### config.mk
export PLATFORM = sky130hd
export DESIGN_NAME = vga_stream_out
export DESIGN_NICKNAME = d
export VERILOG_FILES = /design/src/rtl/vga_stream_out.sv
export SDC_FILE = /design/constraint.sdc
export NUM_CORES = 1
export LEC_CHECK = 0
export BUFFER_PORTS_ARGS = -buffer_cell sky130_fd_sc_hd__buf_2
export CAP_MARGIN = 40
export CORE_UTILIZATION = 48
export CTS_CLUSTER_SIZE = 8
export DETAILED_ROUTE_END_ITERATION = 10
export HOLD_SLACK_MARGIN = 0.03
export PLACE_DENSITY = 0.74
export SLEW_MARGIN = 20
export SYNTH_ARGS = -nofsm -noshare
export SYNTH_HDL_FRONTEND = slang
export SYNTH_SLANG_ARGS = --single-unit
### constraint.sdc
create_clock -name clk_clk -period 5 [get_ports clk_clk]
set_input_delay 0 -clock clk_clk [delete_from_list [all_inputs] [get_ports clk_clk]]
set_output_delay 0 -clock clk_clk [all_outputs]
set_load 0.02 [all_outputs]
### src/rtl/vga_stream_out.sv
// VGA output engine: buffers a sop-marked pixel stream, generates programmable timing and
// re-aligns to the stream after underflow or misalignment. Define VGA_TEST_PATTERN_EN for colour bars.
module vga_stream_out #(
  parameter int   H_ACTIVE   = 640,
  parameter int   H_FP       = 16,
  parameter int   H_SYNC     = 96,
  parameter int   H_BP       = 48,
  parameter int   V_ACTIVE   = 480,
  parameter int   V_FP       = 10,
  parameter int   V_SYNC     = 2,
  parameter int   V_BP       = 33,
  parameter logic HS_POL     = 1'b0,
  parameter logic VS_POL     = 1'b0,
  parameter int   COLOR_BITS = 8,
  parameter int   FIFO_DEPTH = 16
) (
  input  logic                    clk_clk,
  input  logic                    reset_reset_n,
  input  logic [3*COLOR_BITS-1:0] in_data,
  input  logic                    in_sop,
  input  logic                    in_valid,
  output logic                    in_ready,
  output logic                    vga_CLK,
  output logic                    vga_HS,
  output logic                    vga_VS,
  output logic                    vga_BLANK,
  output logic                    vga_SYNC,
  output logic [COLOR_BITS-1:0]   vga_R,
  output logic [COLOR_BITS-1:0]   vga_G,
  output logic [COLOR_BITS-1:0]   vga_B,
  output logic                    frame_start,
  output logic                    underflow,
  output logic                    sync_err,
  input  logic                    err_clear
`ifdef VGA_TEST_PATTERN_EN
  ,
  input  logic                    pattern_sel
`endif
);

  localparam int H_TOTAL = H_ACTIVE + H_FP + H_SYNC + H_BP;
  localparam int V_TOTAL = V_ACTIVE + V_FP + V_SYNC + V_BP;
  localparam int HW = $clog2(H_TOTAL + 1);
  localparam int VW = $clog2(V_TOTAL + 1);
  localparam int PW = 3 * COLOR_BITS;
  localparam int DW = PW + 1;
  localparam int AW = $clog2(FIFO_DEPTH);

  localparam logic [HW-1:0] H_LAST = HW'(H_TOTAL - 1);
  localparam logic [HW-1:0] H_ACT  = HW'(H_ACTIVE);
  localparam logic [HW-1:0] HS_BEG = HW'(H_ACTIVE + H_FP);
  localparam logic [HW-1:0] HS_END = HW'(H_ACTIVE + H_FP + H_SYNC);
  localparam logic [VW-1:0] V_LAST = VW'(V_TOTAL - 1);
  localparam logic [VW-1:0] V_ACT  = VW'(V_ACTIVE);
  localparam logic [VW-1:0] VS_BEG = VW'(V_ACTIVE + V_FP);
  localparam logic [VW-1:0] VS_END = VW'(V_ACTIVE + V_FP + V_SYNC);
  localparam logic [AW:0]   DEPTH  = (AW + 1)'(FIFO_DEPTH);

  localparam logic [0:0] S_RESYNC = 1'b0;
  localparam logic [0:0] S_RUN    = 1'b1;

  logic [HW-1:0] h_cnt;
  logic [VW-1:0] v_cnt;
  logic [DW-1:0] mem [FIFO_DEPTH];
  logic [AW-1:0] wr_ptr, rd_ptr;
  logic [AW:0]   count, count_next;
  logic [0:0]    state, state_next;
  logic          push, pop, head_valid, head_sop;
  logic [PW-1:0] head_data, pix;
  logic          active, at_origin, set_uf, set_se, show_origin;

  assign vga_CLK    = ~clk_clk;
  assign vga_SYNC   = 1'b0;
  assign active     = (h_cnt < H_ACT) && (v_cnt < V_ACT);
  assign at_origin  = (h_cnt == '0) && (v_cnt == '0);
  assign push       = in_valid & in_ready;
  assign head_valid = (count != '0);
  assign {head_sop, head_data} = mem[rd_ptr];

  always_ff @(posedge clk_clk or negedge reset_reset_n) begin
    if (!reset_reset_n) begin
      h_cnt <= '0;
      v_cnt <= '0;
    end else if (h_cnt == H_LAST) begin
      h_cnt <= '0;
      v_cnt <= (v_cnt == V_LAST) ? '0 : v_cnt + 1'b1;
    end else begin
      h_cnt <= h_cnt + 1'b1;
    end
  end

  always_ff @(posedge clk_clk) begin
    if (push) mem[wr_ptr] <= {in_sop, in_data};
  end

  always_comb begin
    count_next = count;
    if (push && !pop)      count_next = count + 1'b1;
    else if (!push && pop) count_next = count - 1'b1;
  end

  // in_ready is registered so a full FIFO refuses the word even when a pop happens alongside.
  always_ff @(posedge clk_clk or negedge reset_reset_n) begin
    if (!reset_reset_n) begin
      wr_ptr   <= '0;
      rd_ptr   <= '0;
      count    <= '0;
      in_ready <= 1'b0;
    end else begin
      if (push) wr_ptr <= wr_ptr + 1'b1;
      if (pop)  rd_ptr <= rd_ptr + 1'b1;
      count    <= count_next;
      in_ready <= (count_next < DEPTH);
    end
  end

`ifdef VGA_TEST_PATTERN_EN
  localparam int BAR_W = (H_ACTIVE / 8 > 0) ? H_ACTIVE / 8 : 1;
  logic [2:0]    bar;
  logic [PW-1:0] bar_rgb;

  // Bars white..black map to RGB = ~{idx[1], idx[2], idx[0]}.
  always_comb begin
    bar = 3'd7;
    if (int'(h_cnt) / BAR_W < 8) bar = 3'(int'(h_cnt) / BAR_W);
    bar_rgb = {{COLOR_BITS{~bar[1]}}, {COLOR_BITS{~bar[2]}}, {COLOR_BITS{~bar[0]}}};
  end
`endif

  // A mismatch between "at (0,0)" and "head carries sop" means the stream and timing disagree.
  always_comb begin
    state_next  = state;
    pop         = 1'b0;
    pix         = '0;
    set_uf      = 1'b0;
    set_se      = 1'b0;
    show_origin = 1'b0;
    if (state == S_RESYNC) begin
      if (head_valid && !head_sop) begin
        pop = 1'b1;
      end else if (head_valid && at_origin) begin
        pop         = 1'b1;
        pix         = head_data;
        show_origin = 1'b1;
        state_next  = S_RUN;
      end
    end else if (active) begin
      if (!head_valid) begin
        set_uf     = 1'b1;
        state_next = S_RESYNC;
      end else if (at_origin != head_sop) begin
        set_se     = 1'b1;
        state_next = S_RESYNC;
      end else begin
        pop         = 1'b1;
        pix         = head_data;
        show_origin = at_origin;
      end
    end
`ifdef VGA_TEST_PATTERN_EN
    if (pattern_sel) begin
      state_next  = S_RESYNC;
      pop         = head_valid;
      pix         = active ? bar_rgb : '0;
      set_uf      = 1'b0;
      set_se      = 1'b0;
      show_origin = 1'b0;
    end
`endif
  end

  always_ff @(posedge clk_clk or negedge reset_reset_n) begin
    if (!reset_reset_n) begin
      state       <= S_RESYNC;
      vga_HS      <= ~HS_POL;
      vga_VS      <= ~VS_POL;
      vga_BLANK   <= 1'b0;
      vga_R       <= '0;
      vga_G       <= '0;
      vga_B       <= '0;
      frame_start <= 1'b0;
      underflow   <= 1'b0;
      sync_err    <= 1'b0;
    end else begin
      state       <= state_next;
      vga_HS      <= (h_cnt >= HS_BEG && h_cnt < HS_END) ? HS_POL : ~HS_POL;
      vga_VS      <= (v_cnt >= VS_BEG && v_cnt < VS_END) ? VS_POL : ~VS_POL;
      vga_BLANK   <= active;
      {vga_R, vga_G, vga_B} <= pix;
      frame_start <= show_origin;
      underflow   <= set_uf | (underflow & ~err_clear);
      sync_err    <= set_se | (sync_err & ~err_clear);
    end
  end

endmodule

==> reports/metrics.yaml, run 1 <==
yosys:
  ys_warn_count: 0
  synth_flop_cell: "edfxtp_1"
  seq_area_frac_synth_pct: 75.5
  synth_xor_area_share_pct: 0.824
  synth_top_family_by_area: "multiplexers"
  synth_fp_nets: 900
  synth_compound_gate_area_share_pct: 1.53
  syn_avg_cell_area_um2: 21.1
  synthAdderAreaFrac_pct: 1.04
  synth_cell_types: 48
  synth_common_cells: "edfxtp_1 (400), mux4_2 (124), dfrtp_1 (63)"
  synthTopCellsByArea: "edfxtp_1 (67%), mux4_2 (15%), dfrtp_1 (8.7%)"
  synth.area.mux_share_pct: 15.8
  synth_top_area_share_pct: 66.5
  synth-edff-count: 400
  yosysMostFrequentCell: "edfxtp_1"
  ys_async_sr_fraction_pct: 14.0
  yosysTopAreaCell: "edfxtp_1"
  synth_seq_cells: 465
  synthCells: 856
  synthSimpleGateAreaFrac_pct: 3.89
  syn_area_um2: 18100
setup_path:
  arrival_ns: 4.62
  cp-start-kind: "flop"
  worst-path-buf-inv: 1
  path_cells: "mux4_2 > mux2i_1 > mux2i_2 > ha_1 > nand2b_1 > or4_1 > o31a_1 > a221oi_4 > inv_2 > ha_1 > mux2_2 > o31ai_1"
  end_kind: "flop"
  cpMostUsedCell: "ha_1"
  critPathTopFamily: "multiplexers"
  crit_type: "reg -> reg"
  slowest_delay_ns: 0.59
  slowest_stage: "dfrtp_4"
  cp_max_fo: 15
  critPathRequiredTime_ns: 5.46
clock_tree:
  cts_tree: "done"
  cts-resized-gates: 0
  worstSkewPairLatency_ns: 0.57
  clk_pin_slew_ns: 0.05
  cts_buffers: 68
  postCtsSetupRepairBufs: 0
  clock-root-buffer: "clkbuf_16"
  htreeDepth: 3
  cts_buffer_depth: 3
place:
  numPortBuffers: 60
  gp_congestion: 0.783
  dp_cells: 1372
  dp_hpwl_um: 19400
  place_area_um2: 19000
  place_ws_ns: 0.826
layout:
  syn_to_final_growth_pct: 18.1
  drive_gt1_share_pct: 28.8
  num_antenna_cells: 0
  multiInputGateArea_um2: 4180
  stdcell_count: 1520
  layout.nets: 1048
  final_cell_area_um2: 21300
  final-seq-area_um2: 13600
  num-fill-cells: 2633
detailed_routing:
  drt-total-wl_um: 37900
  vias: 8916
  ant_nets: 0
  drt-initial-drc-count: 766
  drtPass1Iterations: 5
  wl_per_cell_um: 24.9
  drc: 0
  via_per_inst: 5.87
timing:
  max_freq_mhz: 240
  clock_skew_ns: 0.0305
  hold_viol: 0
  tns_ns: 0
  relSlewSlack_pct: 48.7
  setup_violations: 0
  finalCritPeriodShare_pct: 83.2
  min_period_ns: 4.16
  setup_slack_ns: 0.839
  final_max_slew_viol_count: 0
  rsz0062_at_grt: "no"
  worst_slew_pin_slew_ns: 0.769
die:
  start_util_pct: 49.1
  die_h_um: 196
  ioPinCount: 62
  rows: 70
  die_area_um2: 38400
  core_um2: 36800
  die_x_um: 196
global_routing:
  antenna_found_initial: 1
  grt_max_degree: 52
  grt_overflow_total: 0
  grt_pass1_vias: 9517
  grt_pass1_wl_um: 57700
  grtUsageTotal_pct: 20.6
power:
  p_leak_nw: 7.31
  peakVddDrop_mv: 0.374
  powerDensity_nw_per_um2: 550
job:
  drv_cap: 0
status:
  status: "completed"
worst_hold_path:
  hp-class: "in -> reg"
==> worst reg2reg max path, cell delays in order (launching register included) <==
cell and delay, ns:
dfrtp_4 0.59, mux4_2 0.55, mux2i_1 0.19, mux2i_2 0.16, ha_1 0.35, nand2b_1 0.15
or4_1 0.51, o31a_1 0.19, a221oi_4 0.38, inv_2 0.11, ha_1 0.34, mux2_2 0.34
o31ai_1 0.22
==> registers in the layout, indices dropped and copies added (netlist names), named ones only <==
| register | cells |
|---|---|
| vga_HS | 1 |
| frame_start | 1 |
| sync_err | 1 |
| underflow | 1 |
| mem | 400 |
| vga_VS | 1 |
| state | 1 |
| vga_G | 8 |
| h_cnt | 10 |
| vga_R | 8 |
| in_ready | 1 |
| wr_ptr | 4 |
| vga_B | 8 |
| rd_ptr | 4 |
| count | 4 |
| v_cnt | 10 |
| vga_BLANK | 1 |
==> routing by layer <==
metal,wire (um),share of wire [%],vias to the layer above,GRT usage [%]
li1,-,-,3791,-
met1,15300,40,4701,27.4
met2,19400,51,350,34.2
met3,2410,6.4,72,4.11
met4,799,2.1,2,7.23
met5,8,0.021,-,0
==> power breakdown <==
| part | internal, mW | switching [mW] | leakage (nW) |
|---|---|---|---|
| sequential | 4.60 | 0.157 | 4.46 |
| clock | 2.56 | 1.64 | 0.951 |
| combinational | 1.42 | 1.35 | 1.89 |
| total | 8.58 | 3.15 | 7.31 |
==> timing repair <==
action / CTS / global route
endpoints found under the setup margin: 0 / 0
hold endpoints to repair: 471 / 0
hold buffers: 30 / 0
==> layout by cell type, fill, tap and decap left out, types with 13 or more instances in the layout <==
cell type | synthesis | final
ha_1 | 15 | 15
nand2_1 | 26 | 26
clkbuf_1 | 24 | 43
mux4_2 | 124 | 124
buf_4 | 1 | 25
clkbuf_16 | 0 | 68
buf_2 | 13 | 61
nor2b_1 | 26 | 26
inv_1 | 16 | 16
nand3_1 | 13 | 13
o21ai_0 | 19 | 19
edfxtp_1 | 400 | 400
dlygate4sd3_1 | 0 | 29
dfrtp_1 | 63 | 60
==> cells by family (layout without fill, tap and decap cells) <==
| family | Yosys count | in the layout |
|---|---|---|
| multiplexers | 130 | 130 |
| AO/OA/AOI/OAI | 41 | 41 |
| XOR/XNOR | 17 | 17 |
| other | 1 | 1 |
| flip-flops | 465 | 465 |
| buffers and inverters | 58 | 254 |
| AND/OR/NAND/NOR | 129 | 129 |
| adder cells (fa/ha/maj) | 15 | 15 |
==> through the flow <==
| stage | hold slack [ns] | util [%] | total power [mW] |
|---|---|---|---|
| 6_report | 0.187 | 58.0 | 11.7 |
| 5_1_grt | 0.176 | 58.0 | 12.2 |
| 4_1_cts | 0.170 | 58.0 | 11.9 |
| 3_5_place_dp | 0.0591 | 51.8 | 7.61 |
| 3_3_place_gp | 0.155 | 51.6 | 7.51 |
| 2_1_floorplan | -0.296 | - | 6.88 |
==> worst paths after layout <==
path / slack (ns) / cells after the start / start / endpoint
hold / removal: 0.19 / 3 / err_clear / underflow$_DFF_PN0_
max in group asynchronous: 3.72 / 4 / reset_reset_n / vga_B[3]$_DFF_PN0_
setup reg to reg: 0.84 / 12 / rd_ptr[0]$_DFFE_PN0P_ / count[3]$_DFFE_PN0P_
setup / recovery: 0.84 / 12 / rd_ptr[0]$_DFFE_PN0P_ / count[3]$_DFFE_PN0P_
min in group asynchronous: 0.46 / 3 / reset_reset_n / h_cnt[7]$_DFF_PN0_
hold reg to reg: 0.49 / 1 / v_cnt[8]$_DFFE_PN0N_ / v_cnt[8]$_DFFE_PN0N_
==> area by class of cell <==
class / instances / area share (%)
Sequential cell: 465 / 64.0
Multi-Input combinational cell: 333 / 19.6
Clock buffer: 112 / 8.76
Timing Repair Buffer: 117 / 3.97
Tap cell: 468 / 2.75
Clock inverter: 8 / 0.593
Inverter: 17 / 0.299
Power figures use the tool's default switching activity.
==> inputs of run 2 (changes only) <==
--- a/config.mk
+++ b/config.mk
@@ -11,7 +11,7 @@
 export CTS_CLUSTER_SIZE = 8
 export DETAILED_ROUTE_END_ITERATION = 10
 export HOLD_SLACK_MARGIN = 0.03
-export PLACE_DENSITY = 0.74
+export PLACE_DENSITY = 0.77
 export SLEW_MARGIN = 20
 export SYNTH_ARGS = -nofsm -noshare
 export SYNTH_HDL_FRONTEND = slang
==> constraint.sdc (replaced) <==
create_clock -name clk_clk -period 3.55 [get_ports clk_clk]
set_input_delay 0 -clock clk_clk [delete_from_list [all_inputs] [get_ports clk_clk]]
set_output_delay 0 -clock clk_clk [all_outputs]
set_load 0.02 [all_outputs]
==> run 2 against run 1 <==
The run now ends with setup timing left. Maximum frequency grew 16%. Sequential share of layout area shrank 1.1 points. Register-to-register slack lost 0.88 ns. Critical path depth increased by 2. Combinational power grew 58%. Routed wire length up 0.38%. Core utilization up 1.0 points.
==> reports/metrics.yaml, run 2 (synthesis gave the netlist of run 1 again) <==
detailed_routing:
  drt-initial-drc-count: 721  # was 766
  via_per_inst: 5.82  # was 5.87
  wl_per_cell_um: 24.6  # was 24.9 um
  drc: 0  # unchanged
  vias: 9002  # was 8,916
  drt-total-wl_um: 38000  # was 37,900 um
  ant_nets: 0  # unchanged
  drtPass1Iterations: 7  # was 5
setup_path:
  cp_max_fo: 7  # was 15
  critPathRequiredTime_ns: 3.98  # was 5.46 ns
  cp_num_cells: 14  # was 12
  worst-path-buf-inv: 2  # was 1
  ff2ff_path_depth: 14  # was 12
  critPathTopFamily: "multiplexers"  # unchanged
  arrival_ns: 4.03  # was 4.62 ns
  cpMostUsedCell: "mux2i_2"  # was ha_1
  slowest_stage: "mux4_2"  # was dfrtp_4
  crit_type: "reg -> reg"  # unchanged
  end_kind: "flop"  # unchanged
  path_cells: "mux4_2 > mux2i_2 > mux2i_2 > ha_1 > nand2b_4 > or4_4 > o31a_1 > a221oi_4 > inv_2 > ha_4 > buf_4 > a31oi_1 > a31o_2 > o41ai_4"  # was mux4_2 > mux2i_1 > mux2i_2 > ha_1 > nand2b_1 > or4_1 > o31a_1 > a221oi_4 > inv_2 > ha_1 > mux2_2 > o31ai_1
  slowest_delay_ns: 0.53  # was 0.59 ns
  cp-start-kind: "flop"  # unchanged
layout:
  drive_gt1_share_pct: 30.9  # was 28.8%
  layout.nets: 1071  # was 1,048
  num-fill-cells: 2550  # was 2,633
  num_antenna_cells: 0  # unchanged
  final_cell_mix: "edfxtp_1 (400), mux4_2 (124), clkbuf_16 (72)"  # was edfxtp_1 (400), mux4_2 (124), clkbuf_16 (68)
  largest_register_ffs: 400  # unchanged
  largestRegisters: "mem (400), h_cnt (10), v_cnt (10)"  # unchanged
  max_flop_register: "mem"  # unchanged
  final_common_cell: "edfxtp_1"  # unchanged
  finish.utilization_pct: 59.0  # was 58.0%
  syn_to_final_growth_pct: 20.1  # was 18.1%
die:
  ioPinCount: 62  # unchanged
  die_h_um: 196  # unchanged
  rows: 70  # unchanged
  start_util_pct: 49.1  # unchanged
  die_x_um: 196  # unchanged
  die_area_um2: 38400  # unchanged
  core_um2: 36800  # unchanged
timing:
  final_max_slew_viol_count: 0  # unchanged
  relSlewSlack_pct: 48.0  # was 48.7%
  min_period_ns: 3.60  # was 4.16 ns
  max_freq_mhz: 278  # was 240 MHz
  setup_slack_ns: -0.0460  # was 0.839 ns
  worst_slew_pin_slew_ns: 0.780  # was 0.769 ns
  finalCritPeriodShare_pct: 101  # was 83.2%
  rsz0062_at_grt: "yes"  # was no
  setup_violations: 5  # was 0
  tns_ns: -0.205  # was 0 ns
  clock_skew_ns: 0.0211  # was 0.0305 ns
  hold_viol: 0  # unchanged
global_routing:
  met1_usage_pct: 26.9  # was 27.4%
  top_usage_layer: "met2"  # unchanged
  grt.met3_usage_pct: 4.25  # was 4.11%
  grt_overflow_total: 0  # unchanged
  grt_max_degree: 53  # was 52
  grt_pass1_wl_um: 57800  # was 57,700 um
  met2_usage_pct: 35.0  # was 34.2%
  grtUsageTotal_pct: 20.6  # about the same
  grt_pass1_vias: 9646  # was 9,517
  antenna_found_initial: 1  # unchanged
worst_hold_path:
  whs_path_depth: 3  # unchanged
  hp-class: "in -> reg"  # unchanged
power:
  powerDensity_nw_per_um2: 792  # was 550 nW/um^2
  finalPower_mw: 17.2  # was 11.7 mW
  p_leak_nw: 7.49  # was 7.31 nW
  peakVddDrop_mv: 0.389  # was 0.374 mV
place:
  numPortBuffers: 60  # unchanged
  place_ws_ns: -0.122  # was 0.826 ns
  gp_congestion: 0.763  # was 0.783
  dp_hpwl_um: 19400  # about the same
clock_tree:
  cts_buffers: 68  # unchanged
  clock-root-buffer: "clkbuf_16"  # unchanged
  clk_pin_slew_ns: 0.05  # about the same
  cts_buffer_depth: 3  # unchanged
  worstSkewPairLatency_ns: 0.58  # was 0.57 ns
  htreeDepth: 3  # unchanged
  cts_tree: "done"  # unchanged
status:
  violations: "setup timing"
  status: "finished with violations"  # was completed
job:
  drv_cap: 0  # unchanged
-- run 2: cell count changes in the layout (fill, tap and decap cells not counted), moves of 3 or more --
cell	change
buf_4	+19
clkbuf_1	+4
clkbuf_16	+4
o21ai_0	-3
o21ai_1	+3
-- run 2: power by group --
| group | switching, mW | internal, mW | total, mW | leakage (nW) |
|---|---|---|---|---|
| logic | 2.09 | 2.30 | 4.39 | 2.04 |
| registers | 0.208 | 6.48 | 6.69 | 4.46 |
| clock network | 2.27 | 3.84 | 6.12 | 0.987 |
| total | 4.57 | 12.6 | 17.2 | 7.49 |
-- run 2: worst paths after layout --
kind,startpoint,to,slack (ns)
setup / recovery,rd_ptr[0]$_DFFE_PN0P_,count[2]$_DFFE_PN0P_,-0.05
hold / removal,err_clear,underflow$_DFF_PN0_,0.17
setup reg to reg,rd_ptr[0]$_DFFE_PN0P_,count[2]$_DFFE_PN0P_,-0.05
hold reg to reg,v_cnt[8]$_DFFE_PN0N_,v_cnt[8]$_DFFE_PN0N_,0.49
max in group asynchronous,reset_reset_n,vga_R[5]$_DFF_PN0_,2.28
min in group asynchronous,reset_reset_n,vga_B[3]$_DFF_PN0_,0.51
-- run 2: repair_timing --
item / CTS / global route
resized for setup: 7 / 10
buffers inserted: 4 / 6
hold endpoints to repair: 468 / 0
setup endpoints to repair: 6 / 9
hold buffers: 30 / 0
pin swaps: 1 / 1
-- run 2: metal layers --
layer | up-vias | share of wire [%]
li1 | 3848 | -
met1 | 4774 | 41
met2 | 314 | 51
met3 | 64 | 5.6
met4 | 2 | 2.0
met5 | - | 0.034
-- run 2: worst reg2reg max path: cells and delay by family, from the launching register on --
kind | cells | cell delay [ns]
and+or+nand+nor | 2 | 0.60
buffers and inverters | 2 | 0.23
AOI/OAI and AO/OA | 5 | 0.84
DFF | 1 | 0.48
muxes | 3 | 0.84
adders and majority gates | 2 | 0.50
-- run 2: area by class of cell --
| type | count | area (um^2) | share of cell area (%) |
|---|---|---|---|
| multi-input cells | 333 | 4250 | 19.6 |
| flip-flops and latches | 465 | 13600 | 62.9 |
| repair buffers | 140 | 1080 | 4.98 |
| well taps | 468 | 586 | 2.70 |
| clock buffers | 120 | 1980 | 9.14 |
| clock inverters | 5 | 78.8 | 0.363 |
| inverters | 17 | 63.8 | 0.294 |
-- run 2: metrics by stage --
stage,hold slack [ns],area (um^2),instances
3_5_place_dp,-0.0964,19200,1385
3_3_place_gp,0.155,19100,1383
2_1_floorplan,-0.296,18100,856
5_1_grt,0.182,21700,1548
4_1_cts,0.157,21600,1542
6_report,0.169,21700,1548
